`src/rtl/hazard_scoreboard.sv`:
```
// ID-stage hazard scoreboard: one latency countdown per architectural register,
// stalling on RAW/WAW hazards against in-flight producers of any latency.
module hazard_scoreboard #(
    parameter int REG_ADDR_W         = 5,
    parameter int NUM_REGS           = 32,
    parameter int LAT_W              = 4,
    parameter int MAX_LAT            = 8,
    parameter bit ZERO_REG_HARDWIRED = 1'b1
) (
    input  logic                  clk,
    input  logic                  rst,
    input  logic                  id_valid,
    input  logic [REG_ADDR_W-1:0] id_rs,
    input  logic [REG_ADDR_W-1:0] id_rt,
    input  logic                  id_uses_rs,
    input  logic                  id_uses_rt,
    input  logic                  id_wr_en,
    input  logic [REG_ADDR_W-1:0] id_wr_reg,
    input  logic [LAT_W-1:0]      id_lat,
    input  logic                  flush,
    input  logic                  flush_all,
    output logic                  stall,
    output logic                  issue,
    output logic [REG_ADDR_W:0]   pending_cnt,
    output logic                  busy
);
    localparam logic [LAT_W-1:0]    LatOne  = LAT_W'(1);
    localparam logic [LAT_W-1:0]    LatMax  = LAT_W'(MAX_LAT);
    localparam logic [REG_ADDR_W:0] NumRegs = (REG_ADDR_W+1)'(NUM_REGS);

    logic [LAT_W-1:0]    ctr_q [NUM_REGS];
    logic [LAT_W-1:0]    ctr_d [NUM_REGS];
    logic [REG_ADDR_W:0] pending_q, pending_d;
    logic                busy_q;
    logic [LAT_W-1:0]    lat_eff;
    logic [LAT_W-1:0]    rs_ctr, rt_ctr, wr_ctr;
    logic                raw_hazard, waw_hazard, hazard, live, do_load;

    function automatic logic is_tracked(input logic [REG_ADDR_W-1:0] r);
        return ({1'b0, r} < NumRegs) && !(ZERO_REG_HARDWIRED && (r == '0));
    endfunction

    assign rs_ctr = is_tracked(id_rs)     ? ctr_q[id_rs]     : '0;
    assign rt_ctr = is_tracked(id_rt)     ? ctr_q[id_rt]     : '0;
    assign wr_ctr = is_tracked(id_wr_reg) ? ctr_q[id_wr_reg] : '0;

    always_comb begin
        if (id_lat == '0) begin
            lat_eff = LatOne;
        end else if (id_lat > LatMax) begin
            lat_eff = LatMax;
        end else begin
            lat_eff = id_lat;
        end
    end

    // A counter of exactly 1 means the value is forwardable next cycle, so it is not a RAW hazard.
    assign raw_hazard = (id_uses_rs && (rs_ctr > LatOne)) || (id_uses_rt && (rt_ctr > LatOne));
    assign waw_hazard = id_wr_en && (wr_ctr > lat_eff);
    assign hazard     = raw_hazard || waw_hazard;
    assign live       = rst && id_valid && !flush && !flush_all;
    assign stall      = live && hazard;
    assign issue      = live && !hazard;
    assign do_load    = issue && id_wr_en && is_tracked(id_wr_reg);

    always_comb begin
        pending_d = '0;
        for (int i = 0; i < NUM_REGS; i++) begin
            ctr_d[i] = (ctr_q[i] != '0) ? (ctr_q[i] - LatOne) : '0;
            if (do_load && (id_wr_reg == REG_ADDR_W'(i))) begin
                ctr_d[i] = lat_eff;
            end
            if (flush_all) begin
                ctr_d[i] = '0;
            end
            pending_d = pending_d + {{REG_ADDR_W{1'b0}}, (ctr_d[i] != '0)};
        end
    end

    always_ff @(posedge clk or negedge rst) begin
        if (!rst) begin
            for (int i = 0; i < NUM_REGS; i++) begin
                ctr_q[i] <= '0;
            end
            pending_q <= '0;
            busy_q    <= 1'b0;
        end else begin
            for (int i = 0; i < NUM_REGS; i++) begin
                ctr_q[i] <= ctr_d[i];
            end
            pending_q <= pending_d;
            busy_q    <= (pending_d != '0);
        end
    end

    assign pending_cnt = pending_q;
    assign busy        = busy_q;

endmodule
```
`config.mk`:
```
export PLATFORM = sky130hd
export DESIGN_NAME = hazard_scoreboard
export DESIGN_NICKNAME = d
export VERILOG_FILES = /design/src/rtl/hazard_scoreboard.sv
export SDC_FILE = /design/constraint.sdc
export NUM_CORES = 1
export LEC_CHECK = 0
export ABC_CLOCK_PERIOD_IN_PS = 8600
export CORE_MARGIN = 2
export CORE_UTILIZATION = 45
export CTS_CLUSTER_SIZE = 14
export DETAILED_ROUTE_END_ITERATION = 8
export GPL_TIMING_DRIVEN = 0
export SETUP_SLACK_MARGIN = 0.2
export SLEW_MARGIN = 20
export SYNTH_ARGS = -nofsm -noshare
export SYNTH_HDL_FRONTEND = slang
export SYNTH_SLANG_ARGS = --single-unit
export TNS_END_PERCENT = 30
```
`constraint.sdc`:
```
create_clock -name clk -period 8.6 [get_ports clk]
set_input_delay 0.86 -clock clk [delete_from_list [all_inputs] [get_ports clk]]
set_output_delay 0.86 -clock clk [all_outputs]
set_load 0.02 [all_outputs]
```
# Yosys cells after proc, flatten, opt, wreduce, memory -nomap -nowiden
# Cells that the tools add are included.
# Widths: inputs -> output; s select.
[op_classes]
n_bitwise = 3
n_reduce_logical = 117
eq_ne = 31
add_sub_neg = 63
mux = 110
magnitude_cmp = 7
[op_table]
columns = ["op", "n"]
rows = [
  ["$mux 4", 107],
  ["$reduce_bool 4->1", 64],
  ["$add 6x1->6", 26],
  ["$sub 4x1->4 const B", 32],
  ["$eq 5x5->1 const B", 16],
  ["$bmux 4 s5", 3],
  ["$logic_and 1x1->1", 42],
  ["$eq 5x4->1 const B", 8],
  ["$eq 5x3->1 const B", 4],
  ["$ge 6x6->1 const B", 3],
  ["$not 5->6", 3],
  ["$logic_not 5->1", 3],
  ["$eq 5x2->1 const B", 2],
  ["$gt 4x1->1 const B", 2],
  ["$add 5x1->6", 1],
  ["$reduce_bool 6->1", 1],
  ["$add 4x1->5", 1],
  ["$eq 5x1->1 const B", 1],
  ["$add 3x1->4", 1],
  ["$gt 4x4->1", 1],
  ["$gt 4x4->1 const B", 1],
  ["$logic_not 1->1", 4],
  ["$logic_not 4->1", 1],
  ["$add 2x1->3", 1],
  ["2 further kinds", 3],
]
[totals]
out_inout_bits = 9
regBits = 135
input_bits = 27
wordCells = 365

# Logic depth before layout (Yosys ltp)
[logic_depth]
depth_word = 49
mapped_depth = 32
depth_no_buf = 29

# Worst setup path after synthesis
# OpenSTA, ideal clock, no wires.
[synth_path]
path_kind = "input -> register"
from = "input port id_wr_reg[0]"
to = "register busy_q (netlist: busy)"
arrival_time_ns = 8.633
stages = 29
required_ns = 8.476
path_slack_ns = -0.157
path_buffers = 3
path_cell_list = "buf_4 > buf_1 > mux4_2 > mux4_2 > a22o_1 > ha_1 > a21oi_1 > o21ai_0 > nand3_1 > o21a_2 > buf_12 > nand3_2 > and3_1 > fa_1 > inv_1 > fa_1 > fa_1 > fa_1 > fa_1 > inv_1 > fa_1 > inv_1 > ha_1 > fa_1 > a21o_1 > a21oi_1 > xnor2_1 > nor3_1 > nand2_1"
[synth_via]
elab_chain_cells = 48
elab_cells_between_ends = 205
cone_classes = "31 x add/sub; 1 x order compare; 31 x eq/ne; 68 x mux; 1 x bitwise; 73 x reduce/logical"
[synth_rtl]
columns = ["item", "line_no", "source"]
rows = [
  ["start, declared", "18", "input logic [REG_ADDR_W-1:0] id_wr_reg,"],
  ["$not 5->6 (not written as such)", "45", "assign wr_ctr = is_tracked(id_wr_reg) ? ctr_q[id_wr_reg] : '0;"],
  ["$bmux 4 s5", "45", ""],
  ["$mux 4 (not written as such) (2 in series)", "45", ""],
  ["$mux 4", "45", ""],
  ["$gt 4x4->1", "59", "assign waw_hazard = id_wr_en && (wr_ctr > lat_eff);"],
  ["$logic_and 1x1->1", "59", ""],
  ["$logic_or 1x1->1", "60", "assign hazard = raw_hazard || waw_hazard;"],
  ["$logic_not 1->1", "63", "assign issue = live && !hazard;"],
  ["[8 not listed]", "--", ""],
  ["$add 2x1->3", "76", "pending_d = pending_d + {{REG_ADDR_W{1'b0}}, (ctr_d[i] != '0)};"],
  ["$add 3x1->4", "76", ""],
  ["$add 4x1->5", "76", ""],
  ["$add 5x1->6", "76", ""],
  ["$add 6x1->6 (25 in series)", "76", ""],
  ["$add 6x1->6 (*)", "76", ""],
  ["named net pending_d[4]", "33", "logic [REG_ADDR_W:0] pending_q, pending_d;"],
  ["$reduce_bool 6->1 (*)", "92", "busy_q <= (pending_d != '0);"],
  ["end signal, assigned", "92", ""],
  ["end, declared", "34", "logic busy_q;"],
]
# The timed path passes the listed nets; every way through them passes the cells marked *. The select of a mux whose other input is x is not followed.

# Worst setup path in the final report
# Ends and elaborated chain as after synthesis.

==> impl_metrics.json <==
{
  "async_flop_share_pct": 100,
  "ys_warn_count": 0,
  "cts_root_buffer": "clkbuf_16",
  "startpoint_type": "input pin",
  "grt-ovfl-total": 0,
  "areaGrowthSynthToFinish_pct": 14.8,
  "reg2regPathDepth": 27,
  "cpMaxStageDelayCell": "fa_1",
  "synthCells": 1219,
  "drive_gt1_share_pct": 16.9,
  "hold_buffers": 0,
  "grt.total_usage_pct": 28.3,
  "seq_area_frac_synth_pct": 28.6,
  "yosys.area.top_type_share_pct": 28.6,
  "start_util_pct": 45.7,
  "status": "finished, final reports clean",
  "place_congestion": 0.952,
  "worst_pin_slew_ps": 1150,
  "worstPathMaxFanout": 10,
  "synth_edf_count": 0,
  "drt-met1-wl_um": 16300,
  "cts_made_buffers": 17,
  "coreArea_um2": 25900,
  "setup_violations": 0,
  "ios": 36,
  "num_rows": 59,
  "wire_per_inst_um": 23.3,
  "hold_viol_final": 0,
  "io_buffer_count": 29,
  "yosys_register_bits": 135,
  "required_ps": 8920,
  "grt_max_degree": 78,
  "worstReg2RegEnd": "busy$_DFF_PN0_",
  "clkLatencyLatePin_ps": 440,
  "cts_tree": "yes",
  "vias": 9844,
  "grt_pass1_wl_um": 58700,
  "clk_path_buf_depth": 2,
  "hp-class": "in -> async",
  "htreeDepth": 4,
  "die_area_um2": 27600,
  "ys.flop_type": "dfrtp_1",
  "ys_types": 68,
  "final_nets": 1421,
  "firstDrtPassIters": 6,
  "drc": 0,
  "synthTopCellsByArea": "dfrtp_1 29%, mux2i_1 8.5%, mux4_2 8.2%",
  "critPathMaxStageDelay_ps": 580,
  "die_h_um": 166,
  "drtIter0Drc": 942,
  "antenna_found_initial": 0,
  "reg2reg_setup_slack_ps": 690,
  "rsz0062_at_grt": "no",
  "relSlewSlack_pct": 23.0,
  "path_class": "in -> reg",
  "synth_area_um2": 11800,
  "totalWireLength_um": 38200,
  "yosysMostFrequentCell": "dfrtp_1",
  "yosysTopAreaCell": "dfrtp_1",
  "period_minus_slack_ps": 8170,
  "ant_nets": 0,
  "cts_sinks": 135,
  "fin_crit_sh_pct": 95.0,
  "fin_skew_ps": 12.8,
  "wl_met2_um": 17000,
  "dp_hpwl_um": 28000,
  "end_kind": "register",
  "die_w_um": 166,
  "avgViaCountPerCell": 6.00,
  "grt_pass1_vias": 9500,
  "highest_layer": "met4",
  "maxCapViolCount": 0,
  "yosys-top-cells-count": "135 x dfrtp_1, 104 x a21oi_1, 101 x mux2i_1, 101 x nand2_1, 95 x inv_1",
  "whs_ps": 344,
  "clk_pin_slew_worst_paths_ps": 60,
  "r2r_start": "ctr_q[29]$_DFF_PN0_",
  "crit_top_cell": "fa_1",
  "finalMaxSlewViolations": 0,
  "clock.fmax_mhz": 122,
  "wl_met3_um": 3140,
  "syn_avg_cell_area_um2": 9.71,
  "cp.arrival_ps": 8480,
  "insertedDiodeCount": 0,
  "synth_fp_nets": 1345
}
[logic make-up after synthesis]
family,after synthesis,share of synthesized area (%)
buffers and inverters,151,6.05
AOI/OAI and AO/OA,168,8.63
DFF,135,28.6
and+or+nand+nor,458,21.9
muxes,173,20.3
adders and majority gates,99,12.0
xor gates and xnor gates,35,2.59
[sequential cells by signal, summed over array words and instances (netlist names)]
| register | cells |
|---|---|
| pending_cnt | 6 |
| busy | 1 |
| ctr_q | 128 |
[worst max-delay path by stage]
| stage | to | start | slack, ps |
|---|---|---|---|
| 6_report | busy$_DFF_PN0_ | id_wr_reg[0] | 430 |
| 5_1_grt | busy$_DFF_PN0_ | id_wr_reg[0] | 180 |
| 4_1_cts | busy$_DFF_PN0_ | id_wr_reg[0] | 210 |
| 3_5_place_dp | busy$_DFF_PN0_ | id_wr_reg[1] | -780 |
| 3_3_place_gp | busy$_DFF_PN0_ | rst | -4910 |
| 2_1_floorplan | busy$_DFF_PN0_ | id_wr_reg[0] | 220 |
[per-stage QoR]
step	instances	area [um2]	worst slack, ps	util [%]	setup TNS, ps
final	1642	13600	433	52.4	0
after global routing	1642	13600	182	52.4	0
after CTS	1617	13300	209	51.2	0
after detailed placement	1584	12600	-777	48.6	-2220
after global placement	1583	12600	-4910	48.4	-49320
after floorplan	1219	11800	219	-	0
[layer usage]
layer	vias up	track usage, %
li1	4474	-
met3	96	5.41
met1	4848	39.3
met5	-	0
met4	0	13.0
met2	426	42.9
[what timing repair did]
action,in CTS,in global routing
setup endpoints to repair,3,2
cloned,0,2
gates resized for setup,14,28
pin swaps,1,9
setup buffers,2,24
[area by class of cell]
class | count | area, um2
fill | 2329 | 12300
multi-input combinational | 933 | 7820
sequential | 135 | 3380
timing repair buffer | 58 | 568
clock buffer | 23 | 468
buffer | 55 | 432
tap | 335 | 419
inverter | 95 | 357
clock inverter | 8 | 146
[critical path, delay by kind of cell]
family	cells	cell delay [ps]
simple gates	4	490
fa+ha+maj	9	4080
xor+xnor	1	110
buf+inv	6	570
mux	2	1080
compound gates	7	1260
[cell usage in the layout (no fill, tap or decap), types with 4 or more instances in the layout]
master	n
dfrtp_1	135
mux2i_1	101
a21oi_1	100
nand2_1	100
inv_1	94
nor2_1	87
nor3_1	81
ha_1	74
nand2b_1	47
mux4_2	43
or3_1	36
buf_4	30
clkdlybuf4s50_1	28
nand3_4	25
xor2_1	24
clkbuf_1	23
fa_1	22
mux2_4	21
nor4_1	19
clkbuf_16	19
or2_2	17
xnor2_1	11
nand3_1	11
nand4_1	11
o21bai_1	10
o21ai_0	9
clkbuf_8	8
buf_1	7
a211oi_1	6
buf_12	6
a21o_1	6
buf_2	5
a2111oi_0	5
mux2_2	4
and2_1	4
bufinv_16	4
Power is left out: the tool's default activity adds up to more than one toggle a clock period on the data nets, which glitch-free logic cannot reach.
